===== src/rtl/blink_edge_counter_if.sv =====
// rtl/blink_edge_counter_if.sv - signal bundle between the blinker consumer and its driver/display
//
// Purpose: groups the edge counter's control inputs and display outputs.
// Ports (as interface signals):
//   toggle_in  - asynchronous blinker square wave
//   hold       - discard detected edges while high
//   clear      - zero the count
//   bcd_lo/hi  - ones/tens BCD digits
//   seg_lo/hi  - active-high 7-segment patterns (bit0=a .. bit6=g)
//   edge_seen  - one-cycle pulse per detected rising edge
//   wrap       - one-cycle pulse when the count wraps to 00
// Modports: master drives the controls, slave is the counter itself.
interface blink_edge_counter_if;
  logic       toggle_in;
  logic       hold;
  logic       clear;
  logic [3:0] bcd_lo;
  logic [3:0] bcd_hi;
  logic [6:0] seg_lo;
  logic [6:0] seg_hi;
  logic       edge_seen;
  logic       wrap;

  modport master (
    output toggle_in, hold, clear,
    input  bcd_lo, bcd_hi, seg_lo, seg_hi, edge_seen, wrap
  );

  modport slave (
    input  toggle_in, hold, clear,
    output bcd_lo, bcd_hi, seg_lo, seg_hi, edge_seen, wrap
  );
endinterface


===== src/rtl/blink_edge_counter.sv =====
// rtl/blink_edge_counter.sv - synchronized rising-edge counter with two-digit BCD and 7-segment output
//
// Purpose: synchronizes the blinker toggle, detects rising edges and counts
// them in a two-digit BCD counter that wraps to 00 after WRAP_AT.
// Parameters:
//   SYNC_STAGES - synchronizer depth, 2..4
//   WRAP_AT     - last count before wrapping to 00, 1..99
// Ports:
//   clk - system clock, rising edge
//   rst - asynchronous active-high reset
//   bus - slave side of blink_edge_counter_if (controls in, digits/segments/pulses out)
module blink_edge_counter #(
  parameter int SYNC_STAGES = 2,
  parameter int WRAP_AT     = 99
) (
  input  logic                  clk,
  input  logic                  rst,
  blink_edge_counter_if.slave   bus
);

  generate
    if (WRAP_AT < 1 || WRAP_AT > 99) begin : g_bad_wrap
      $error("blink_edge_counter: WRAP_AT must be in 1..99");
    end
    if (SYNC_STAGES < 2 || SYNC_STAGES > 4) begin : g_bad_sync
      $error("blink_edge_counter: SYNC_STAGES must be in 2..4");
    end
  endgenerate

  localparam logic [3:0] WRAP_HI = 4'(WRAP_AT / 10);
  localparam logic [3:0] WRAP_LO = 4'(WRAP_AT % 10);

  logic [SYNC_STAGES-1:0] sync_q;
  logic                   prev_q;
  logic                   edge_cond;

  logic [3:0] lo_q, hi_q, lo_d, hi_d;
  logic       wrap_q, wrap_d;
  logic       edge_q;

  // Synchronizer and prev flop reset to 1 so an input that is already high
  // when reset lifts never looks like a fresh rising edge.
  always_ff @(posedge clk or posedge rst) begin
    if (rst) begin
      sync_q <= '1;
      prev_q <= 1'b1;
    end else begin
      sync_q <= {sync_q[SYNC_STAGES-2:0], bus.toggle_in};
      prev_q <= sync_q[SYNC_STAGES-1];
    end
  end

  assign edge_cond = sync_q[SYNC_STAGES-1] & ~prev_q;

  // Clear beats everything; a held edge is dropped, not queued.
  always_comb begin
    lo_d   = lo_q;
    hi_d   = hi_q;
    wrap_d = 1'b0;
    if (bus.clear) begin
      lo_d = 4'd0;
      hi_d = 4'd0;
    end else if (edge_cond && !bus.hold) begin
      if (hi_q == WRAP_HI && lo_q == WRAP_LO) begin
        lo_d   = 4'd0;
        hi_d   = 4'd0;
        wrap_d = 1'b1;
      end else if (lo_q == 4'd9) begin
        lo_d = 4'd0;
        hi_d = hi_q + 4'd1;
      end else begin
        lo_d = lo_q + 4'd1;
      end
    end
  end

  always_ff @(posedge clk or posedge rst) begin
    if (rst) begin
      lo_q   <= 4'd0;
      hi_q   <= 4'd0;
      wrap_q <= 1'b0;
      edge_q <= 1'b0;
    end else begin
      lo_q   <= lo_d;
      hi_q   <= hi_d;
      wrap_q <= wrap_d;
      edge_q <= edge_cond;
    end
  end

  function automatic logic [6:0] seg_decode(input logic [3:0] d);
    case (d)
      4'd0:    seg_decode = 7'h3F;
      4'd1:    seg_decode = 7'h06;
      4'd2:    seg_decode = 7'h5B;
      4'd3:    seg_decode = 7'h4F;
      4'd4:    seg_decode = 7'h66;
      4'd5:    seg_decode = 7'h6D;
      4'd6:    seg_decode = 7'h7D;
      4'd7:    seg_decode = 7'h07;
      4'd8:    seg_decode = 7'h7F;
      4'd9:    seg_decode = 7'h6F;
      default: seg_decode = 7'h00;
    endcase
  endfunction

  assign bus.bcd_lo    = lo_q;
  assign bus.bcd_hi    = hi_q;
  assign bus.seg_lo    = seg_decode(lo_q);
  assign bus.seg_hi    = seg_decode(hi_q);
  assign bus.edge_seen = edge_q;
  assign bus.wrap      = wrap_q;

endmodule


===== src/flat_wrapper.sv =====
// flat-port wrapper written by rule: the top's interface ports become plain ports
module blink_edge_counter_flat 
#(
  parameter int SYNC_STAGES = 2,
  parameter int WRAP_AT     = 99
)
  (clk, rst, bus_toggle_in, bus_hold, bus_clear, bus_bcd_lo, bus_bcd_hi, bus_seg_lo, bus_seg_hi, bus_edge_seen, bus_wrap);
  blink_edge_counter_if bus_i ();
  input  logic clk;
  input  logic rst;
  input wire logic [$bits(bus_i.toggle_in)-1:0] bus_toggle_in;
  input wire logic [$bits(bus_i.hold)-1:0] bus_hold;
  input wire logic [$bits(bus_i.clear)-1:0] bus_clear;
  output wire logic [$bits(bus_i.bcd_lo)-1:0] bus_bcd_lo;
  output wire logic [$bits(bus_i.bcd_hi)-1:0] bus_bcd_hi;
  output wire logic [$bits(bus_i.seg_lo)-1:0] bus_seg_lo;
  output wire logic [$bits(bus_i.seg_hi)-1:0] bus_seg_hi;
  output wire logic [$bits(bus_i.edge_seen)-1:0] bus_edge_seen;
  output wire logic [$bits(bus_i.wrap)-1:0] bus_wrap;
  assign bus_i.toggle_in = bus_toggle_in;
  assign bus_i.hold = bus_hold;
  assign bus_i.clear = bus_clear;
  assign bus_bcd_lo = bus_i.bcd_lo;
  assign bus_bcd_hi = bus_i.bcd_hi;
  assign bus_seg_lo = bus_i.seg_lo;
  assign bus_seg_hi = bus_i.seg_hi;
  assign bus_edge_seen = bus_i.edge_seen;
  assign bus_wrap = bus_i.wrap;
  blink_edge_counter #(.SYNC_STAGES(SYNC_STAGES), .WRAP_AT(WRAP_AT)) u_core (.clk(clk), .rst(rst), .bus(bus_i));
endmodule

===== config.mk =====
export PLATFORM = sky130hd
export DESIGN_NAME = blink_edge_counter_flat
export DESIGN_NICKNAME = d
export VERILOG_FILES = /design/src/rtl/blink_edge_counter_if.sv /design/src/rtl/blink_edge_counter.sv /design/src/flat_wrapper.sv
export SDC_FILE = /design/constraint.sdc
export NUM_CORES = 1
export LEC_CHECK = 0
export CAP_MARGIN = 20
export CORE_ASPECT_RATIO = 0.7
export CORE_MARGIN = 2
export CORE_UTILIZATION = 25
export DETAILED_ROUTE_END_ITERATION = 8
export PLACE_DENSITY = 0.56
export SYNTH_ARGS = -nofsm -noshare
export SYNTH_HDL_FRONTEND = slang
export SYNTH_SLANG_ARGS = --single-unit

===== constraint.sdc =====
create_clock -name clk -period 3 [get_ports clk]
set_clock_uncertainty 0.2 [all_clocks]
set_input_delay 0.6 -clock clk [delete_from_list [all_inputs] [get_ports clk]]
set_output_delay 0.6 -clock clk [all_outputs]
set_load 0.03 [all_outputs]

==> summary.md, run 1 <==
| Metric | Value |
|---|---|
| Total congestion overflow | `0` |
| Crit Path Category | `flip-flop to output port` |
| Total power | `422.9 uW` |
| Clock tree buffer depth | `2` |
| Starting Density | `0.2628` |
| Beginning of the critical path | `u_core.bus.bcd_hi[0]` |
| Final Cycle Share | `0.9662` |
| Synthesized area divided by synthesized cell count | `8.919 um^2` |
| P_leak | `0.0005678 uW` |
| Slowest library cell on the worst path | `clkdlybuf4s50_1` |
| Count of instances resized after the clock tree is built | `0` |
| Area growth syn-to-layout | `34.65%` |
| Cells traversed along the worst timing path | `inv_1, ha_1, a21oi_1, clkdlybuf4s50_1` |
| Via count of the first global-routing pass | `887` |
| Post-Layout Cell Count | `197` |
| Max-slew violations | `0` |
| Routed length per instance | `12.22 um` |
| Global-route wire length before repair | `4167 um` |
| Register-to-Register Path Depth | `3` |
| Post-detailed-route DRC marker count | `0` |
| Detailed-placement wirelength estimate | `1863 um` |
| Min Hold Slack | `0.1533 ns` |
| Routed vias | `926` |
| Number of buffers created by CTS | `3` |
| Avg Vias per Cell | `4.701` |
| Area after DPL | `0.001354 mm^2` |
| Total GRT Usage | `0.1135` |
| End of the worst register-to-register path | `u_core.bus.bcd_lo[3]` |
| Weighted congestion at the end of routability-driven global placement | `0.7842` |
| I/O pin total | `29` |
| Power Dens Cells | `301.0 mW/mm^2` |
| Adder and majority gate portion of the synthesized area | `0.1918` |
| Result of the run | `completed` |
| Largest family of logic cells by synthesized area | `compound AO/OA/AOI/OAI gates` |
| Clock Pin Slew Worst Setup and Hold Paths | `0.06 ns` |
| Library cell used as clock root buffer | `clkbuf_8` |
| Number of nets still failing antenna checks after routing | `0` |
| Cells after Synth | `117` |
| Std-Cell Rows | `19` |
| Slowest Stage Delay on Critical Path | `0.71 ns` |
| Number of placed cells counting well taps | `193` |
| Synthesized flop and latch total | `13` |
| Share of the synthesized area in the top cell type | `0.2398` |
| Cell accounting for the most synthesized area | `dfrtp_1` |
| Total count of hold-check failures in the final report | `0` |
| Minimum clock period after layout | `2.899 ns` |
| Fmax | `345.0 MHz` |
| Nets in the synthesized netlist | `138` |
| Cell area after synthesis | `0.001044 mm^2` |
| Maxcap violations | `0` |
| Number of setup buffers added after CTS | `0` |
| Overall die area | `0.004715 mm^2` |
| Number of levels the H-tree was split into | `1` |
| Top cells by area in the synthesized netlist | `dfrtp_1, ha_1, dfstp_2, a21oi_1, o21ai_0` |
| Multiplexer area fraction after synthesis | `0.009592` |
| Ratio of cells with drive above 1 in the final layout | `0.09655` |
| Core Area | `0.003970 mm^2` |
| Worst Path Max Fanout | `8` |
| Number of warnings issued by yosys | `0` |
| Clock tree from TritonCTS | `yes` |
| Final Net Count | `167` |
| Hold Buf Count CTS | `0` |
| Compound-Gate Fraction of Synth Area | `0.2086` |
| Max-slew headroom | `0.6161` |
| Port bufs | `28` |
| IR drop worst, VDD | `0.1759 mV` |
| Slack of the worst reg-to-reg path | `0.95 ns` |
| Worst Hold Class | `flip-flop to flip-flop` |
| Antenna diode instance count | `0` |
| Type of origin of the critical path | `flip-flop` |
| Number of different library cells in the post-synthesis netlist | `37` |
| Worst reg2reg path startpoint | `u_core.sync_q[1]` |
| Count of routing violations after the opening detailed-route iteration | `58` |
| Portion of the post-synthesis area used by sequential elements | `0.3153` |
| Final non-filler cell area | `0.001405 mm^2` |
| Worst min-delay path startpoint | `u_core.sync_q[0]` |
| Crit path required time | `2.20 ns` |
| Clock latency of the later-clocked register in the worst-skew pair | `0.24 ns` |
| CTS sink count | `13` |
| Crit path DAT | `2.10 ns` |
| Width of the chip | `81.22 um` |
| Final setup vio count | `0` |
| Simple-gate portion of the synthesized area | `0.1715` |
| Total Wirelength | `2408 um` |
| Least-Margin Pin Slew | `0.5733 ns` |
| Vertical die dimension | `58.06 um` |
| Total Negative Setup Slacks | `0 ns` |
| Xor/xnor cell area share of the yosys netlist | `0.008393` |
| Number of filler instances in the final layout | `406` |
| Antenna violations before repair | `0` |
| RSZ-0062 raised after global routing | `false` |
| Number of optimization iterations in the first detailed-route pass | `4` |
| Kind of capture point of the worst setup path | `output port` |
| Maximum number of pins on one net before global-route repair | `17` |
| Setup crit end | `bus_seg_hi[1]` |
==> final cells by class <==
cell class                 instances  area [um^2]  share of cell area
multi-input combinational         85        615.6              0.4381
sequential                        13        330.3              0.2351
timing repair buffer              30        300.3              0.2137
tap                               52        65.06             0.04630
inverter                          13        48.80             0.03473
clock buffer                       4        45.04             0.03206
==> flip-flops by register name, indices dropped and copies added (netlist names) <==
signal	flops
u_core.bus.bcd_hi	4
u_core.bus.bcd_lo	4
u_core.sync_q	2
u_core.bus.edge_seen	1
u_core.bus.wrap	1
u_core.prev_q	1
==> how the worst min path moves through the flow <==
stage	endpoint	depth (start not counted)
6_report	u_core.sync_q[1]	0
5_1_grt	u_core.sync_q[1]	0
4_1_cts	u_core.sync_q[1]	0
3_5_place_dp	u_core.sync_q[1]	0
3_3_place_gp	u_core.sync_q[1]	0
2_1_floorplan	u_core.sync_q[1]	0
==> metrics by stage <==
stage          utilization  setup WS (ns)
3_3_place_gp        0.3410         0.3618
4_1_cts             0.3523        0.03738
5_1_grt             0.3539       0.005113
3_5_place_dp        0.3410         0.3031
6_report            0.3539         0.1013
2_1_floorplan            -         0.3364
==> metal layers <==
metal  GRT usage  up-vias  share of wire
li1            -      469              -
met1      0.1605      437           0.51
met2      0.1688       16           0.45
met3     0.03738        4          0.033
met4     0.02421        0         0.0083
met5           0        -              0
==> cell usage in the layout, fill, tap and decap left out, drive strengths merged <==
cell type and instances:
dlymetal6s2s 2, o22ai 5, mux2i 1, dfstp 3
and2b 1, clkdlybuf4s50 26, a22o 1, a21o 1
inv 13, ha 16, o21ai 11, nor4 1
a221oi 1, clkbuf 4, or2b 1, nand3 3
or3b 1, nand2 5, a31oi 3, nor3b 2
nand2b 2, xnor2 1, a21oi 14, o31a 1
nor2b 1, nor2 4, a31o 1, dfrtp 10
or4 2, and3b 1, nand4 3, nand3b 2
buf 2
==> cell families (layout without fill, tap and decap cells) <==
logic type / after synthesis / after routing
xor+xnor: 1 / 1
compound gates: 38 / 38
buf+inv: 19 / 47
simple gates: 29 / 29
fa+ha+maj: 16 / 16
mux: 1 / 1
flops: 13 / 13
==> where the power goes <==
part | total [uW] | switching [uW] | internal, uW
logic | 82.4 | 48.7 | 33.6
registers | 188 | 5.95 | 182
clock network | 153 | 59.0 | 93.5
total | 423 | 114 | 309
==> critical path, delay by kind of cell, from the launching register on <==
family / cells / cell delay (ns)
flip-flops: 1 / 0.48
AO/OA/AOI/OAI: 1 / 0.16
adder cells (fa/ha/maj): 1 / 0.35
buffers and inverters: 2 / 0.87
==> synth_stat cells <==
master / n
ha_1: 16
a21oi_1: 14
inv_1: 13
o21ai_0: 11
dfrtp_1: 10
nand2_1: 5
o22ai_1: 5
nor2_1: 4
a31oi_1: 3
dfstp_2: 3
nand3_1: 3
nand4_1: 3
nand2b_1: 2
nand3b_1: 2
a21o_1: 1
a221oi_1: 1
a22o_1: 1
a31o_2: 1
and2b_2: 1
and3b_1: 1
buf_1: 1
buf_4: 1
buf_6: 1
clkbuf_1: 1
clkbuf_8: 1
clkdlybuf4s18_2: 1
mux2i_1: 1
nor2b_1: 1
nor3b_1: 1
nor3b_2: 1
nor4_1: 1
o31a_1: 1
or2b_2: 1
or3b_1: 1
or4_1: 1
or4_2: 1
xnor2_1: 1
(Power assumes the default switching activity.)
==> inputs of run 2 (changes only) <==
- GPL_TIMING_DRIVEN: not set -> 0
- clock period: 3 -> 2.75 ns (I/O delays scaled with it)
==> summary.md, run 2 (same netlist as run 1, synthesis figures left out) <==
| Metric | Value |
|---|---|
| Most frequent cells in the layout | `ha_1, clkdlybuf4s50_1, a21oi_1` |
| Overall die area | `0.004715 mm^2` |
| Slowest library cell on the worst path | `clkdlybuf4s50_1` |
| Register-to-Register Path Depth | `5` |
| Placement Setup Slack | `-0.03946 ns` |
| Slack of the worst reg-to-reg path | `0.62 ns` |
| Number of placed cells counting well taps | `196` |
| Avg Vias per Cell | `4.765` |
| Starting Density | `0.2628` |
| Crit Path Category | `flip-flop to output port` |
| Number of nets still failing antenna checks after routing | `0` |
| Minimum clock period after layout | `2.636 ns` |
| Clock tree buffer depth | `2` |
| Worst reg2reg path startpoint | `u_core.bus.bcd_lo[1]` |
| Util after Layout | `0.3561` |
| Global-route wire length before repair | `4174 um` |
| Via count of the first global-routing pass | `937` |
| Result of the run | `completed` |
| Clock tree from TritonCTS | `yes` |
| Final Net Count | `170` |
| Fmax | `379.3 MHz` |
| Core Area | `0.003970 mm^2` |
| Weighted congestion at the end of routability-driven global placement | `0.8003` |
| Total Wirelength | `2424 um` |
| Slowest Stage Delay on Critical Path | `0.67 ns` |
| Least-Margin Pin Slew | `0.5124 ns` |
| Routed vias | `953` |
| End of the worst register-to-register path | `u_core.bus.bcd_hi[3]` |
| Antenna diode instance count | `0` |
| Post-detailed-route DRC marker count | `0` |
| Number of setup buffers added after CTS | `0` |
| Number of levels the H-tree was split into | `1` |
| Final setup vio count | `0` |
| RSZ-0062 raised after global routing | `false` |
| Power Dens Cells | `322.2 mW/mm^2` |
| Total congestion overflow | `0` |
| Count of routing violations after the opening detailed-route iteration | `27` |
| Max-slew violations | `0` |
| Width of the chip | `81.22 um` |
| Total count of hold-check failures in the final report | `0` |
| CTS sink count | `13` |
| Clock Pin Slew Worst Setup and Hold Paths | `0.05 ns` |
| Crit path DAT | `1.89 ns` |
| Most common cell after layout, fill and taps aside | `ha_1` |
| Maximum number of pins on one net before global-route repair | `14` |
| Worst Setup Slack, final | `0.1137 ns` |
| I/O pin total | `29` |
| Final Cycle Share | `0.9586` |
| Beginning of the critical path | `u_core.bus.bcd_hi[0]` |
| Std-Cell Rows | `19` |
| Detailed-placement wirelength estimate | `1842 um` |
| Setup crit end | `bus_seg_hi[4]` |
| Worst Path Max Fanout | `8` |
| Port bufs | `27` |
| Max-slew headroom | `0.6569` |
| Area growth syn-to-layout | `35.49%` |
| IR drop worst, VDD | `0.1590 mV` |
| Cells traversed along the worst timing path | `inv_1, ha_1, a22o_1, clkdlybuf4s50_1` |
| Number of buffers created by CTS | `3` |
| Worst Hold Class | `flip-flop to flip-flop` |
| Vertical die dimension | `58.06 um` |
| Number of optimization iterations in the first detailed-route pass | `4` |
| Total GRT Usage | `0.1117` |
| Library cell used as clock root buffer | `clkbuf_8` |
| Post-Layout Cell Count | `200` |
| Kind of capture point of the worst setup path | `output port` |
| Clock latency of the later-clocked register in the worst-skew pair | `0.24 ns` |
| P_leak | `0.0005640 uW` |
| Routed length per instance | `12.12 um` |
| Worst min-delay path startpoint | `u_core.sync_q[0]` |
| Antenna violations before repair | `0` |
| Ratio of cells with drive above 1 in the final layout | `0.1351` |
| Type of origin of the critical path | `flip-flop` |
| Crit path required time | `2.00 ns` |
| Number of filler instances in the final layout | `404` |
| Maxcap violations | `0` |
## run 2: changes by cell type in the layout (fill, tap and decap cells not counted), sizes merged
cell and change:
dlymetal6s2s -1, clkbuf +3, buf +1, dlygate4sd2 +10, clkdlybuf4s18 +1, clkdlybuf4s50 -11
## run 2: worst min-delay path by stage
stage | to | cells after the start
finish | u_core.sync_q[1] | 0
global route | u_core.sync_q[1] | 0
CTS | u_core.sync_q[1] | 0
detailed placement | u_core.sync_q[1] | 0
global placement | u_core.sync_q[1] | 0
floorplan | u_core.sync_q[1] | 0
## run 2: what timing repair did
item | CTS | global route
setup endpoints to repair | 13 | 4
hold endpoints to repair | 0 | 0
hold buffers | 0 | 0
gates resized for setup | 14 | 4
## run 2: worst max-delay path, delay by kind of cell (launching register included)
| family | cells | cell delay, ns |
|---|---|---|
| adder cells (fa/ha/maj) | 1 | 0.21 |
| AO/OA/AOI/OAI | 1 | 0.14 |
| buffers and inverters | 2 | 0.83 |
| flip-flops | 1 | 0.46 |
## run 2: per-layer routing
layer | global-route usage | vias up | wire length (um)
li1 | - | 475 | -
met1 | 0.1505 | 464 | 1212
met2 | 0.1865 | 14 | 1121
met3 | 0.03271 | 0 | 90
met4 | 0.007264 | 0 | 0
met5 | 0 | - | 0
## run 2: area by class of cell
type	instances	area [um^2]	share of cell area
timing repair buffer	27	255.2	0.1805
clock buffer	4	45.04	0.03186
buffer	6	51.30	0.03628
tap	52	65.06	0.04602
multi-input combinational	85	615.6	0.4354
inverter	13	48.80	0.03451
sequential	13	332.8	0.2354
## run 2: report_power, final
| part | internal [uW] | total, uW | leakage, uW | switching (uW) |
|---|---|---|---|---|
| clock network | 102 | 166 | 0.0000228 | 63.6 |
| logic | 32.0 | 85.7 | 0.000377 | 53.7 |
| registers | 199 | 204 | 0.000164 | 5.57 |
| total | 333 | 456 | 0.000564 | 123 |
## run 2: metrics by stage
step | TNS [ns] | total power (uW) | hold WS (ns) | cell area (um^2)
6_report | 0 | 455.6 | 0.1553 | 1414
5_1_grt | 0 | 480.7 | 0.1634 | 1414
4_1_cts | 0 | 463.7 | 0.1570 | 1414
3_5_place_dp | -0.03946 | 301.1 | 0.1494 | 1379
3_3_place_gp | 0 | 299.3 | 0.1465 | 1379
2_1_floorplan | 0 | 263.0 | 0.1452 | 1044
